$ cat config.mk
export PLATFORM = sky130hd
export DESIGN_NAME = instruction_fetch_flat
export DESIGN_NICKNAME = d
export VERILOG_FILES = /design/src/rtl/instruction_fetch_if.sv /design/src/rtl/instruction_fetch.sv /design/src/flat_wrapper.sv
export SDC_FILE = /design/constraint.sdc
export NUM_CORES = 1
export LEC_CHECK = 0
export CAP_MARGIN = 20
export CORE_MARGIN = 5
export CORE_UTILIZATION = 41
export DETAILED_ROUTE_END_ITERATION = 16
export PLACE_DENSITY_LB_ADDON = 0.1
export SLEW_MARGIN = 20
export SYNTH_ARGS = -nofsm -noshare
export SYNTH_HDL_FRONTEND = slang
export SYNTH_SLANG_ARGS = --single-unit
$ cat constraint.sdc
create_clock -name clk -period 3.65 [get_ports clk]
set_input_delay 0.73 -clock clk [delete_from_list [all_inputs] [get_ports clk]]
set_output_delay 0.73 -clock clk [all_outputs]
set_load 0.03 [all_outputs]
$ cat src/rtl/instruction_fetch_if.sv
// Instruction-memory request/acknowledge bus between the fetch unit (master)
// and instruction memory (slave).
interface instruction_fetch_if;
    logic        imem_req;
    logic [31:0] imem_addr;
    logic        imem_ack;
    logic [31:0] imem_rdata;

    modport master (
        output imem_req,
        output imem_addr,
        input  imem_ack,
        input  imem_rdata
    );

    modport slave (
        input  imem_req,
        input  imem_addr,
        output imem_ack,
        output imem_rdata
    );
endinterface

$ cat src/rtl/instruction_fetch.sv
// Sequential fetch and next-PC unit: BOOT -> FETCH (req/ack) -> EXEC, with
// next-PC selection from the decoder's PCOp, ALU zero flag and jr detect.
module instruction_fetch #(
    parameter logic [31:0] RESET_PC = 32'h0000_0000
) (
    input  logic                       clk,
    input  logic                       rst_n,
    instruction_fetch_if.master        imem,
    output logic [31:0]                instr,
    output logic [5:0]                 opcode,
    output logic                       instr_valid,
    output logic [31:0]                pc,
    output logic [31:0]                pc_plus4,
    input  logic [1:0]                 PCOp,
    input  logic                       zero,
    input  logic                       isJR,
    input  logic [31:0]                jr_target,
    input  logic                       stall
);

    typedef enum logic [1:0] {
        BOOT  = 2'd0,
        FETCH = 2'd1,
        EXEC  = 2'd2
    } state_t;

    state_t      state;
    logic [31:0] next_pc;
    logic [31:0] branch_target;
    logic [31:0] branch_offset;

    // The address bus follows the PC directly, so it is stable for the whole FETCH.
    assign imem.imem_addr = pc;
    assign pc_plus4       = pc + 32'd4;
    assign opcode         = instr[31:26];

    assign branch_offset = {{14{instr[15]}}, instr[15:0], 2'b00};
    assign branch_target = pc_plus4 + branch_offset;

    always_comb begin
        next_pc = pc_plus4;
        if (isJR) begin
            next_pc = jr_target & ~32'h3;
        end else if (PCOp == 2'b11) begin
            next_pc = {pc_plus4[31:28], instr[25:0], 2'b00};
        end else if (PCOp == 2'b01 && zero) begin
            next_pc = branch_target;
        end else if (PCOp == 2'b10 && !zero) begin
            next_pc = branch_target;
        end
    end

    // req and valid are registered so reset removes them without waiting for a clock.
    always_ff @(posedge clk or negedge rst_n) begin
        if (!rst_n) begin
            state         <= BOOT;
            pc            <= RESET_PC & ~32'h3;
            instr         <= '0;
            imem.imem_req <= 1'b0;
            instr_valid   <= 1'b0;
        end else begin
            case (state)
                BOOT: begin
                    state         <= FETCH;
                    imem.imem_req <= 1'b1;
                end
                FETCH: begin
                    if (imem.imem_ack) begin
                        instr         <= imem.imem_rdata;
                        state         <= EXEC;
                        imem.imem_req <= 1'b0;
                        instr_valid   <= 1'b1;
                    end
                end
                EXEC: begin
                    if (!stall) begin
                        pc            <= next_pc;
                        state         <= FETCH;
                        imem.imem_req <= 1'b1;
                        instr_valid   <= 1'b0;
                    end
                end
                default: begin
                    state         <= BOOT;
                    imem.imem_req <= 1'b0;
                    instr_valid   <= 1'b0;
                end
            endcase
        end
    end

endmodule

$ cat src/flat_wrapper.sv
// flat-port wrapper written by rule: the top's interface ports become plain ports
module instruction_fetch_flat 
#(
    parameter logic [31:0] RESET_PC = 32'h0000_0000
)
  (clk, rst_n, instr, opcode, instr_valid, pc, pc_plus4, PCOp, zero, isJR, jr_target, stall, imem_imem_req, imem_imem_addr, imem_imem_ack, imem_imem_rdata);
  instruction_fetch_if imem_i ();
  input  logic clk;
  input  logic rst_n;
  output logic [31:0] instr;
  output logic [5:0] opcode;
  output logic instr_valid;
  output logic [31:0] pc;
  output logic [31:0] pc_plus4;
  input  logic [1:0] PCOp;
  input  logic zero;
  input  logic isJR;
  input  logic [31:0] jr_target;
  input  logic stall;
  output wire logic [$bits(imem_i.imem_req)-1:0] imem_imem_req;
  output wire logic [$bits(imem_i.imem_addr)-1:0] imem_imem_addr;
  input wire logic [$bits(imem_i.imem_ack)-1:0] imem_imem_ack;
  input wire logic [$bits(imem_i.imem_rdata)-1:0] imem_imem_rdata;
  assign imem_imem_req = imem_i.imem_req;
  assign imem_imem_addr = imem_i.imem_addr;
  assign imem_i.imem_ack = imem_imem_ack;
  assign imem_i.imem_rdata = imem_imem_rdata;
  instruction_fetch #(.RESET_PC(RESET_PC)) u_core (.clk(clk), .rst_n(rst_n), .imem(imem_i), .instr(instr), .opcode(opcode), .instr_valid(instr_valid), .pc(pc), .pc_plus4(pc_plus4), .PCOp(PCOp), .zero(zero), .isJR(isJR), .jr_target(jr_target), .stall(stall));
endmodule
# Word level (Yosys, flattened, before mapping)
# Index checks and enable logic that the tools add are counted.
# totals
output_inout_bits,136
register_bits,68
in_bits,72
wordCells,37
# classes
n_eq_ne,7
n_reduce_logical,8
n_bitwise,2
muxes,13
n_addsub,2
# op_table
operator,n
two-way mux 32 bit,4
"adder 32 x 3 -> 32 bit, second input constant",1
adder 32 bit,1
"equality test 2 bit, second input constant",3
case mux 1 bit (3 select lines),2
case mux 2 bit (3 select lines),1
AND reduction 2 bit,3
"equality test 2 x 1 -> 1 bit, second input constant",2
two-way mux 1 bit,4
two-way mux 2 bit,2
"!= test 2 bit, second input constant",2
AND reduction 3 bit,1
logical AND 1 bit,2
logical NOT 2 bit,1
inverter 1 bit,2
logical NOT 1 bit,1

# Logic depth before layout (Yosys ltp)
# Gate-level depths: netlist (run 1).
# depth
depth_word,6
ltp_mapped,17
ltp_nobuf,16

# Worst setup path before layout (run 1)
# No wires, ideal clock.
# synth_timing
path_type,reg2reg
startpoint,"reg u_core.pc[2], in the netlist u_core.imem.imem_addr[2]"
endpoint,"reg u_core.pc[19], in the netlist u_core.imem.imem_addr[19]"
stages_incl_launch_ff,16
arrival_ps,4227
path_buffers,1
synth_period_minus_slack_ps,4351
setup_slack_ps,-701
setup_ps,124
path_cell_list,dfrtp_1 -> ha_1 -> and4_1 -> nand4_1 -> xnor2_1 -> ha_1 -> buf_6 -> a211o_1 -> a221o_1 -> a211o_1 -> o21ba_1 -> o21a_1 -> o21a_1 -> or3_1 -> a31oi_1 -> o21ai_1
# synth_via
elab_chain_len,6
# synth_lines
item,line,source
start: declaration,instruction_fetch.sv:12,"output logic [31:0] pc,"
start signal: assignment,instruction_fetch.sv:57,pc <= RESET_PC & ~32'h3;
start signal: assignment,instruction_fetch.sv:77,pc <= next_pc;
adder 32 x 3 -> 32 bit (*),instruction_fetch.sv:34,assign pc_plus4 = pc + 32'd4;
named net pc_plus4[10],flat_wrapper.sv:14,output logic [31:0] pc_plus4;
adder 32 bit (*),instruction_fetch.sv:38,assign branch_target = pc_plus4 + branch_offset;
two-way mux 32 bit,instruction_fetch.sv:48,end else if (PCOp == 2'b10 && !zero) begin
two-way mux 32 bit (*),instruction_fetch.sv:46,end else if (PCOp == 2'b01 && zero) begin
two-way mux 32 bit (*),instruction_fetch.sv:44,end else if (PCOp == 2'b11) begin
two-way mux 32 bit (*),instruction_fetch.sv:42,if (isJR) begin
# The timed path passes the listed nets; every way through them passes the cells marked *.
# A chain may end at the register's enable or synchronous reset.

# Final worst setup path (run 1)
# layout_timing
startpoint,"reg u_core.pc[2], in the netlist u_core.imem.imem_addr[2]"
endpoint,"reg u_core.pc[17], in the netlist u_core.imem.imem_addr[17]"
# layout_via
elab_chain_len,6
# layout_lines
item,line
adder 32 x 3 -> 32 bit (*),instruction_fetch.sv:34
adder 32 bit,instruction_fetch.sv:38
two-way mux 32 bit,instruction_fetch.sv:48
two-way mux 32 bit (*),instruction_fetch.sv:46
two-way mux 32 bit (*),instruction_fetch.sv:44
two-way mux 32 bit (*),instruction_fetch.sv:42
# Every way passes the cells marked *; elsewhere a longest branch is shown, timed or not.

==> flow_summary.json, run 1 <==
{
  "fp.coreArea_um2": 13240,
  "power.density_nw_per_um2": 1189,
  "dr.pass1.iters": 7,
  "routedWlPerCell_um": 19.45,
  "worstPathRequired_ps": 3930,
  "min_period_over_period_pct": 102.1,
  "insertion_delay_ps": 350,
  "finalPower_mw": 10.51,
  "async_flop_share_pct": 100.0,
  "setup_ws_ps": -75.20,
  "combPwrFrac_pct": 77.3,
  "reg2reg_slack_ps": -80,
  "finalHoldViolations": 0,
  "synth_ff_type": "dfrtp_1",
  "clk_path_buf_depth": 2,
  "dp_slack_ps": -58.14,
  "syn_inst": 656,
  "ys_types": 63,
  "hold_buffers": 0,
  "end_kind": "flip-flop",
  "seqCellArea_um2": 1635,
  "crit_fanout": 4,
  "nets": 1007,
  "tightest_slew_ps": 928.0,
  "port_buffers": 199,
  "multi_input_area_um2": 3958,
  "rsz0062_at_grt": "yes",
  "pwr-share-seq_pct": 14.6,
  "num_rows": 42,
  "cts_tree": "built",
  "place_congestion": 0.9417,
  "r2r_cells": 15,
  "hp-class": "flip-flop to flip-flop",
  "gr-usage-all-layers_pct": 25.30,
  "start_kind": "flip-flop",
  "fp.dieW_um": 126.4,
  "clockRootBuffer": "clkbuf_16",
  "drt_iter0_drc": 452,
  "synth_seq_cells": 65,
  "antenna_found_initial": 0,
  "pwr-share-clk_pct": 8.0,
  "path_class": "flip-flop to flip-flop",
  "fin_util_pct": 66.80,
  "p_int_mw": 5.264,
  "synth.cell_area_um2": 5555,
  "cts_max_level": 3,
  "outcome": "complete, but fails checks",
  "slew_viol_final": 0,
  "syn_area_per_cell_um2": 8.468,
  "antenna_left": 0,
  "numCtsBuffers": 9,
  "grt_pass1_wl_mm": 32.82,
  "fmax_mhz": 268.4,
  "fillers": 1091,
  "grt_max_degree": 66,
  "die-height_um": 126.4,
  "p_leak_nw": 3.769,
  "grt_remaining_overflow": 0,
  "max-slew-margin-rel_pct": 38.14,
  "p_sw_share_pct": 49.94,
  "synth_warnings": 0,
  "syn_to_final_growth_pct": 59.23,
  "fin_setup_tns_ps": -184.6,
  "p_sw_mw": 5.250,
  "holdPathStages": 2,
  "drc": 0,
  "die-area_um2": 15980,
  "wirelength_mm": 20.99,
  "drive_above_1_share_pct": 23.70,
  "synth_edf_count": 0,
  "n_antenna_cell": 0,
  "period_minus_slack_ps": 3725,
  "violations": "negative setup slack",
  "numClockSinks": 65,
  "cap_viol_max_count": 0,
  "setup_viol": 4,
  "via_count": 5980,
  "initial_utilization_pct": 41.95,
  "peakVddDrop_mv": 0.5832,
  "synth.yosys.seq_area_share_pct": 29.28,
  "grt_pass1_vias": 6201,
  "ios": 208,
  "via_per_inst": 5.542,
  "hpwlAfterDp_mm": 15.95,
  "clk_pin_slew_ps": 70,
  "skew_ps": 7.816,
  "arrival_ps": 4000
}
[through the flow]
stage	area [um^2]	hold slack, ps	std cells
floorplan	5837	434.4	661
global placement	8309	504.7	1058
detailed placement	8309	523.1	1058
CTS	8623	536.1	1075
global route	8846	561.7	1079
finish	8846	529.9	1079
[synth_stat cells, types with 3 or more instances]
| library cell | instances | area (um^2) |
|---|---|---|
| nand4_1 | 7 | 43.79 |
| and4_1 | 7 | 61.31 |
| ha_1 | 36 | 450.4 |
| inv_1 | 13 | 48.80 |
| a21o_1 | 13 | 97.59 |
| or3_1 | 4 | 25.02 |
| nand2_1 | 69 | 259.0 |
| nand3_1 | 17 | 85.08 |
| a21oi_1 | 47 | 235.2 |
| nor2_1 | 51 | 191.4 |
| xnor2_1 | 33 | 289.0 |
| o31ai_1 | 3 | 22.52 |
| a311oi_1 | 7 | 61.31 |
| nor2b_1 | 4 | 25.02 |
| a31oi_1 | 8 | 50.05 |
| mux2i_1 | 3 | 30.03 |
| dfrtp_1 | 65 | 1627 |
| o211ai_1 | 6 | 45.04 |
| clkbuf_1 | 26 | 97.59 |
| o21ai_0 | 44 | 220.2 |
| o21bai_1 | 3 | 22.52 |
| a221oi_1 | 5 | 43.79 |
| and3_1 | 12 | 75.07 |
| a21boi_0 | 3 | 22.52 |
| mux2_2 | 32 | 360.4 |
| buf_4 | 42 | 315.3 |
| o21a_1 | 7 | 52.55 |
| xor2_1 | 14 | 122.6 |
| nor3_1 | 11 | 55.05 |
| o221ai_1 | 5 | 43.79 |
| a211o_1 | 3 | 26.28 |
| o22ai_1 | 4 | 25.02 |
| a211oi_1 | 13 | 97.59 |
[flip-flops by register name (all words and copies together), names as in the netlist]
name,cells
u_core.instr_valid,1
u_core.imem.imem_addr,30
u_core.imem.imem_req,1
u_core.state,1
u_core.instr,32
[cells by family after synthesis]
| kind of cell | synth area share [%] |
|---|---|
| AOI/OAI and AO/OA | 22.39 |
| xor gates and xnor gates | 7.410 |
| adders and majority gates | 8.468 |
| buffers and inverters | 8.603 |
| DFF | 29.28 |
| muxes | 7.027 |
| other | 0.06750 |
| and+or+nand+nor | 16.76 |
[final timing paths]
| kind | from | endpoint |
|---|---|---|
| max in group asynchronous | rst_n | u_core.imem.imem_addr[5]$_DFFE_PN0P_ |
| max reg2reg | u_core.imem.imem_addr[2]$_DFFE_PN0P_ | u_core.imem.imem_addr[17]$_DFFE_PN0P_ |
| min | u_core.instr_valid$_DFFE_PN0P_ | u_core.instr_valid$_DFFE_PN0P_ |
| min reg2reg | u_core.instr_valid$_DFFE_PN0P_ | u_core.instr_valid$_DFFE_PN0P_ |
| min in group asynchronous | rst_n | u_core.imem.imem_addr[9]$_DFFE_PN0P_ |
| max | u_core.imem.imem_addr[2]$_DFFE_PN0P_ | u_core.imem.imem_addr[17]$_DFFE_PN0P_ |
[layer usage]
| layer | part of all wire [%] | global-route usage [%] | vias to the layer above |
|---|---|---|---|
| li1 | - | - | 2832 |
| met1 | 44 | 33.98 | 2872 |
| met2 | 48 | 41.87 | 249 |
| met3 | 7.1 | 5.338 | 27 |
| met4 | 1.2 | 5.931 | 0 |
| met5 | 0 | 0 | - |
[worst max-delay path, cell delays in order, from the launching register on]
cell and delay, ps:
dfrtp_2 400, ha_4 140, and4_4 270, nand4_1 210, xnor2_4 240, ha_4 240, a211o_1 300, a221o_1 380
a211o_1 290, o21ba_4 210, o21a_1 180, buf_4 140, o311ai_4 250, o21ai_1 110, o21ai_1 160, o21a_1 140
[what timing repair did]
| item | 4_1_cts | 5_1_grt |
|---|---|---|
| buffers inserted | 1 | 4 |
| pin swaps | 3 | 8 |
| setup endpoints to repair | 9 | 19 |
| endpoints found under the hold margin | 0 | 0 |
| resized for setup | 15 | 39 |
[cell usage in the layout (no fill, tap or decap), types with 5 or more instances in the layout]
| cell type | n |
|---|---|
| xnor2_2 | 10 |
| o21a_1 | 7 |
| clkdlybuf4s50_1 | 189 |
| mux2_2 | 32 |
| nor3_1 | 11 |
| o211ai_1 | 6 |
| and3_1 | 10 |
| buf_4 | 96 |
| nor2_1 | 48 |
| a31oi_1 | 8 |
| ha_1 | 28 |
| a21oi_1 | 43 |
| xor2_1 | 9 |
| clkbuf_16 | 9 |
| xnor2_4 | 6 |
| xnor2_1 | 17 |
| inv_1 | 13 |
| dfrtp_1 | 58 |
| nand4_1 | 7 |
| conb_1 | 6 |
| dfrtp_2 | 7 |
| o21ai_0 | 40 |
| nand3_1 | 16 |
| a21o_1 | 13 |
| dlygate4sd2_1 | 5 |
| nand2_1 | 69 |
| o221ai_1 | 5 |
| a311oi_1 | 7 |
| ha_4 | 7 |
| a211oi_1 | 10 |
| o21ai_1 | 5 |
[area by class of cell]
type | count | share of cell area, %
tap | 176 | 2.489
sequential | 65 | 18.49
timing repair buffer | 296 | 30.61
inverter | 13 | 0.5516
multi-input combinational | 513 | 44.74
clock buffer | 9 | 2.546
clock inverter | 7 | 0.5799
[power by group through the flow]
stage | clock [mW] | sequential, mW | combinational, mW
2_1_floorplan | 0 | 2.25 | 4.16
3_3_place_gp | 0 | 1.51 | 7.63
3_5_place_dp | 0 | 1.53 | 7.69
4_1_cts | 0.860 | 1.52 | 7.77
5_1_grt | 0.888 | 1.59 | 8.71
6_report | 0.843 | 1.54 | 8.13
Power figures use the tool's default switching activity.
==> run 2: changes to the inputs <==
--- a/config.mk
+++ b/config.mk
@@ -9,8 +9,8 @@
 export CORE_MARGIN = 5
 export CORE_UTILIZATION = 41
 export DETAILED_ROUTE_END_ITERATION = 16
+export HOLD_SLACK_MARGIN = 0.06
 export PLACE_DENSITY_LB_ADDON = 0.1
-export SLEW_MARGIN = 20
 export SYNTH_ARGS = -nofsm -noshare
 export SYNTH_HDL_FRONTEND = slang
 export SYNTH_SLANG_ARGS = --single-unit
==> results of run 2 <==
No change in the layout: final DEF, timing and power equal those of run 1.
==> run 3: changes to the inputs <==
--- a/config.mk
+++ b/config.mk
@@ -6,7 +6,6 @@
 export NUM_CORES = 1
 export LEC_CHECK = 0
 export CAP_MARGIN = 20
-export CORE_MARGIN = 5
 export CORE_UTILIZATION = 41
 export DETAILED_ROUTE_END_ITERATION = 16
 export HOLD_SLACK_MARGIN = 0.06
==> run 3 against run 2 <==
  * The run still ends with negative setup slack left
  * Die area shrank 12%
  * Sequential share of layout area about the same
  * Global-route usage is 3.6 points higher
  * First-iteration DRC count down 29%
  * Critical path depth is 1 lower
  * Critical endpoint is now u_core.imem.imem_addr[19]$_DFFE_PN0P_
  * Largest cell class unchanged
==> flow_summary.json, run 3 (synthesis gave the netlist of run 1 again) <==
{
  "antenna_left": 0,
  "grt_max_degree": 38,
  "n_antenna_cell": 0,
  "fp.coreArea_um2": 13240,
  "reg2reg_slack_ps": -100,
  "start_kind": "flip-flop",
  "grt_pass1_wl_mm": 31.64,
  "hpwlAfterDp_mm": 15.27,
  "end_kind": "flip-flop",
  "slew_viol_final": 0,
  "hold_buffers": 0,
  "numClockSinks": 65,
  "cap_viol_max_count": 0,
  "p_int_mw": 5.353,
  "grt_remaining_overflow": 0,
  "drc": 0,
  "wirelength_mm": 20.26,
  "peakVddDrop_mv": 0.5570,
  "ios": 208,
  "slowest_stage": "dfrtp_2",
  "clk_pin_slew_ps": 60,
  "largest_reg_flops": 32,
  "final_cell_mix": "clkdlybuf4s50_1, buf_4, nand2_1",
  "place_congestion": 0.9076,
  "crit_fanout": 4,
  "crit_path_cell_trace": "ha_4 -> and4_4 -> nand4_1 -> xnor2_4 -> ha_4 -> a211o_1 -> a221o_1 -> a211o_1 -> o21ba_4 -> o21a_1 -> o21a_1 -> or3_1 -> a31oi_1 -> o21ai_1",
  "min_period_over_period_pct": 102.8,
  "outcome": "complete, but fails checks",
  "cp_slowest_stage_delay_ps": 410,
  "drt_iter0_drc": 320,
  "cts_max_level": 3,
  "skew_ps": 8.036,
  "fin_setup_tns_ps": -103.7,
  "p_sw_mw": 5.200,
  "setup_viol": 1,
  "rsz0062_at_grt": "yes",
  "violations": "negative setup slack",
  "arrival_ps": 3980,
  "die-height_um": 118.4,
  "clk_path_buf_depth": 2,
  "routedWlPerCell_um": 18.76,
  "top_register": "u_core.instr",
  "antenna_found_initial": 0,
  "via_count": 6075,
  "pwr-share-clk_pct": 8.7,
  "die-area_um2": 14020,
  "tightest_slew_ps": 874.1,
  "period_minus_slack_ps": 3754,
  "path_class": "flip-flop to flip-flop",
  "worstPathRequired_ps": 3880,
  "setup_ws_ps": -103.7,
  "clockRootBuffer": "clkbuf_16",
  "fmax_mhz": 266.4,
  "nets": 1008,
  "p_leak_nw": 3.784,
  "drive_above_1_share_pct": 22.79,
  "r2r_cells": 14,
  "gr-usage-all-layers_pct": 28.85,
  "numCtsBuffers": 9,
  "syn_to_final_growth_pct": 58.96,
  "finalInstanceArea_um2": 8831,
  "dr.pass1.iters": 5,
  "pwr-share-seq_pct": 14.6,
  "hp-class": "input pin to asynchronous set/reset pin",
  "grt_pass1_vias": 6032,
  "via_per_inst": 5.625,
  "power.density_nw_per_um2": 1195,
  "insertion_delay_ps": 350,
  "cts_tree": "built",
  "finalHoldViolations": 0,
  "final_common_cell": "clkdlybuf4s50_1",
  "place_area_um2": 8302,
  "fp.dieW_um": 118.4,
  "max-slew-margin-rel_pct": 41.73,
  "initial_utilization_pct": 41.95,
  "num_rows": 42,
  "p_sw_share_pct": 49.27,
  "port_buffers": 199,
  "combPwrFrac_pct": 76.7
}
## run 3: routing by layer
metal / vias up / share of wire, % / global-route usage [%]
li1: 2838 / - / -
met4: 0 / 1.5 / 8.861
met2: 250 / 49 / 48.75
met1: 2963 / 43 / 38.19
met5: - / 0 / 0
met3: 24 / 6.5 / 3.958
## run 3: cell type report
| cell class | instances | area, um^2 |
|---|---|---|
| clock inverters | 6 | 66.31 |
| well taps | 176 | 220.2 |
| repair buffers | 297 | 2723 |
| multi-input cells | 513 | 3899 |
| inverters | 13 | 48.80 |
| flip-flops and latches | 65 | 1635 |
| fillers | 1118 | 4412 |
| clock buffers | 10 | 239.0 |
## run 3: power by group through the flow
stage	Clock (mW)	Sequential, mW	Combinational [mW]
2_1_floorplan	0	2.25	4.16
3_3_place_gp	0	1.51	7.58
3_5_place_dp	0	1.53	7.65
4_1_cts	0.925	1.53	7.76
5_1_grt	0.955	1.59	8.63
6_report	0.913	1.54	8.09
## run 3: path summary, 6_finish.rpt
check	startpoint	to
worst max-delay path	u_core.imem.imem_addr[2]$_DFFE_PN0P_	u_core.imem.imem_addr[19]$_DFFE_PN0P_
worst min-delay path	rst_n	u_core.imem.imem_addr[30]$_DFFE_PN0P_
worst max register to register	u_core.imem.imem_addr[2]$_DFFE_PN0P_	u_core.imem.imem_addr[19]$_DFFE_PN0P_
worst min register to register	u_core.instr[26]$_DFFE_PN0P_	u_core.instr[26]$_DFFE_PN0P_
max in group asynchronous	rst_n	u_core.imem.imem_addr[8]$_DFFE_PN0P_
min in group clk	u_core.instr[26]$_DFFE_PN0P_	u_core.instr[26]$_DFFE_PN0P_
## run 3: worst max-delay path: cells and delay by family (launching register included)
family,cells,cell delay (ps)
simple gates,3,760
fa+ha+maj,2,380
flops,1,410
xor+xnor,1,270
compound gates,8,1820
## run 3: stage by stage
stage                     power (mW)  hold slack (ps)  std cells  util [%]  setup WS (ps)
after global routing           11.17            436.7       1080     66.69         -215.4
after floorplan                6.411            434.4        661         -         -256.7
after detailed placement       9.186            519.1       1057     62.69         -108.2
final                          10.55            398.5       1080     66.69         -103.7
after global placement         9.095            495.0       1057     62.69         -63.36
after CTS                      10.21            416.9       1076     65.21         -64.07
## run 3: repair_timing
action                                 in CTS  in global routing
resized for setup                          11                 39
endpoints found under the hold margin       0                  0
cloned                                      0                  0
setup endpoints to repair                  12                 21
setup buffers                               3                  4
pin swaps                                  11                 17
==> RTL change, RTL diff (settings of run 3) <==
Make the reset (`rst_n`) synchronous in one clocked block.
--- a/src/rtl/instruction_fetch.sv
+++ b/src/rtl/instruction_fetch.sv
@@ -52,5 +52,5 @@
 
     // req and valid are registered so reset removes them without waiting for a clock.
-    always_ff @(posedge clk or negedge rst_n) begin
+    always_ff @(posedge clk) begin
         if (!rst_n) begin
             state         <= BOOT;
Behaviour: differs if rst_n is asserted again (counterexample within 4 cycles, from zero or initial values and one cycle with rst_n low); with rst_n held inactive, the same outputs for 4 cycles.
==> RTL change against run 3 <==
- highest routed layer unchanged
- sequential share of layout area decreased by 3.2 points
- count of clock-buffer cells in the layout increased by 1
- clock skew increased by 0.0019 ns
- worst setup slack improved by 0.22 ns
- wire length increased by 12%
- synthesized area increased by 3.8%
- design area decreased by 1.1%
- critical endpoint is now u_core.imem.imem_addr[31]
- sequential cell count unchanged
Power is left out: it rests on default switching activity, and per cell area and clock period it moved more than threefold.
==> RTL change: results <==
{
  "cp.arrival_ns": 3.79,
  "diodes": 0,
  "numPortBuffers": 199,
  "critical_path.max_fanout": 3,
  "via_count": 6783,
  "crit-reg2reg-launch": "u_core.imem.imem_addr[11]",
  "hp-start": "u_core.instr[30]",
  "synth_cell_types": 62,
  "antenna_found_initial": 0,
  "grt_first_pass_wirelength_um": 35300,
  "cts.reportedPaths.clkPinSlew_ns": 0.07,
  "max_flop_register": "u_core.instr",
  "holdCritPathClass": "flop to flop",
  "largest_reg_flops": 32,
  "holdPathStages": 2,
  "insertion_delay_ns": 0.35,
  "synthTopCellsByArea": "dfxtp_1 (23%), nand2_1 (8.3%), ha_1 (8.0%), buf_4 (5.5%), a21oi_1 (5.2%)",
  "synth_top_cells_by_count": "nand2_1 (128), dfxtp_1 (65), a21oi_1 (60)",
  "rrSetupSlack_ns": 0.12,
  "placedCellCount": 1138,
  "ys_seq_area_share_pct": 22.6,
  "grt.total_usage_pct": 31.5,
  "async_flop_share_pct": 0,
  "clockRootBuffer": "clkbuf_16",
  "met3_usage_pct": 5.28,
  "grt_max_degree": 44,
  "wl_um": 22600,
  "netlist_instances": 779,
  "drive_gt1_share_pct": 15.9,
  "worst_r2r_path_depth": 14,
  "gp_congestion": 0.922,
  "via_per_inst": 5.86,
  "fin_skew_ns": 0.00989,
  "worstHoldEndpoint": "u_core.instr[30]",
  "first_global_vias": 6668,
  "tightest_slew_ns": 0.849,
  "yosysWarningCount": 0,
  "h-tree-depth": 3,
  "numCtsBuffers": 9,
  "firstDrtPassIters": 5,
  "grt_use_met2_pct": 52.5,
  "drt_iter0_drc": 612,
  "clockBufferDepth": 2,
  "met1_usage_pct": 40.7,
  "worstReg2RegEnd": "u_core.imem.imem_addr[31]",
  "outcome": "complete, no violations",
  "place_hpwl_um": 16700
}
-- RTL change: worst max-delay path, cell delays in order, from the launching register on --
cell and delay (ns):
dfxtp_4 0.34, nand4_1 0.20, nor4_4 0.29, buf_4 0.16, nand4_1 0.20, xnor2_4 0.25
ha_4 0.23, a21o_1 0.15, a211o_1 0.31, a211oi_4 0.32, a211oi_2 0.12, a211o_1 0.34
mux2i_1 0.19, nor2_1 0.07, o41ai_2 0.27
-- RTL change: timing repair --
| action | in CTS | in global routing |
|---|---|---|
| buffers inserted | 1 | 3 |
| setup endpoints to repair | 2 | 16 |
| pin swaps | 2 | 12 |
| hold buffers | 0 | 0 |
| endpoints found under the hold margin | 0 | 0 |
| cloned | 0 | 0 |
| gates resized for setup | 3 | 38 |
-- RTL change: metrics by stage --
step                      instance area (µm²)  hold WS [ns]  setup slack, ns
after global placement                   8200         0.464           0.0678
after floorplan                          5940         0.494          -0.0376
final                                    8730         0.487            0.117
after CTS                                8530         0.489          0.00501
after detailed placement                 8200         0.479          -0.0332
after global routing                     8730         0.518          -0.0517
-- RTL change: layer usage --
layer	vias up	part of all wire (%)	routed length [µm]
met3	43	6.2	1410
met5	-	0	0
li1	3180	-	-
met2	287	48	10800
met1	3273	43	9830
met4	0	2.5	559
-- RTL change: cell families after synthesis --
| family | share of synthesized area, % |
|---|---|
| muxes | 1.06 |
| DFF | 22.6 |
| buffers and inverters | 9.09 |
| other | 0.0650 |
| adders and majority gates | 8.37 |
| xor gates and xnor gates | 6.66 |
| and+or+nand+nor | 21.5 |
| AOI/OAI and AO/OA | 30.7 |
-- RTL change: worst max-delay path by stage --
stage,endpoint,slack (ns),from
global placement,u_core.imem.imem_addr[31],0.07,u_core.imem.imem_addr[7]
finish,u_core.imem.imem_addr[31],0.12,u_core.imem.imem_addr[11]
floorplan,u_core.imem.imem_addr[31],-0.04,u_core.imem.imem_addr[9]
detailed placement,u_core.imem.imem_addr[31],-0.03,u_core.imem.imem_addr[7]
CTS,u_core.imem.imem_addr[31],0.005,u_core.imem.imem_addr[7]
global route,u_core.imem.imem_addr[29],-0.05,u_core.imem.imem_addr[2]
-- RTL change: layout make-up --
| class | count | area [µm²] |
|---|---|---|
| Multi-Input combinational cell | 622 | 4270 |
| Fill cell | 1194 | 4720 |
| Inverter | 9 | 36.3 |
| Clock inverter | 5 | 42.5 |
| Clock buffer | 11 | 264 |
| Timing Repair Buffer | 270 | 2560 |
| Tap cell | 176 | 220 |
| Sequential cell | 65 | 1340 |
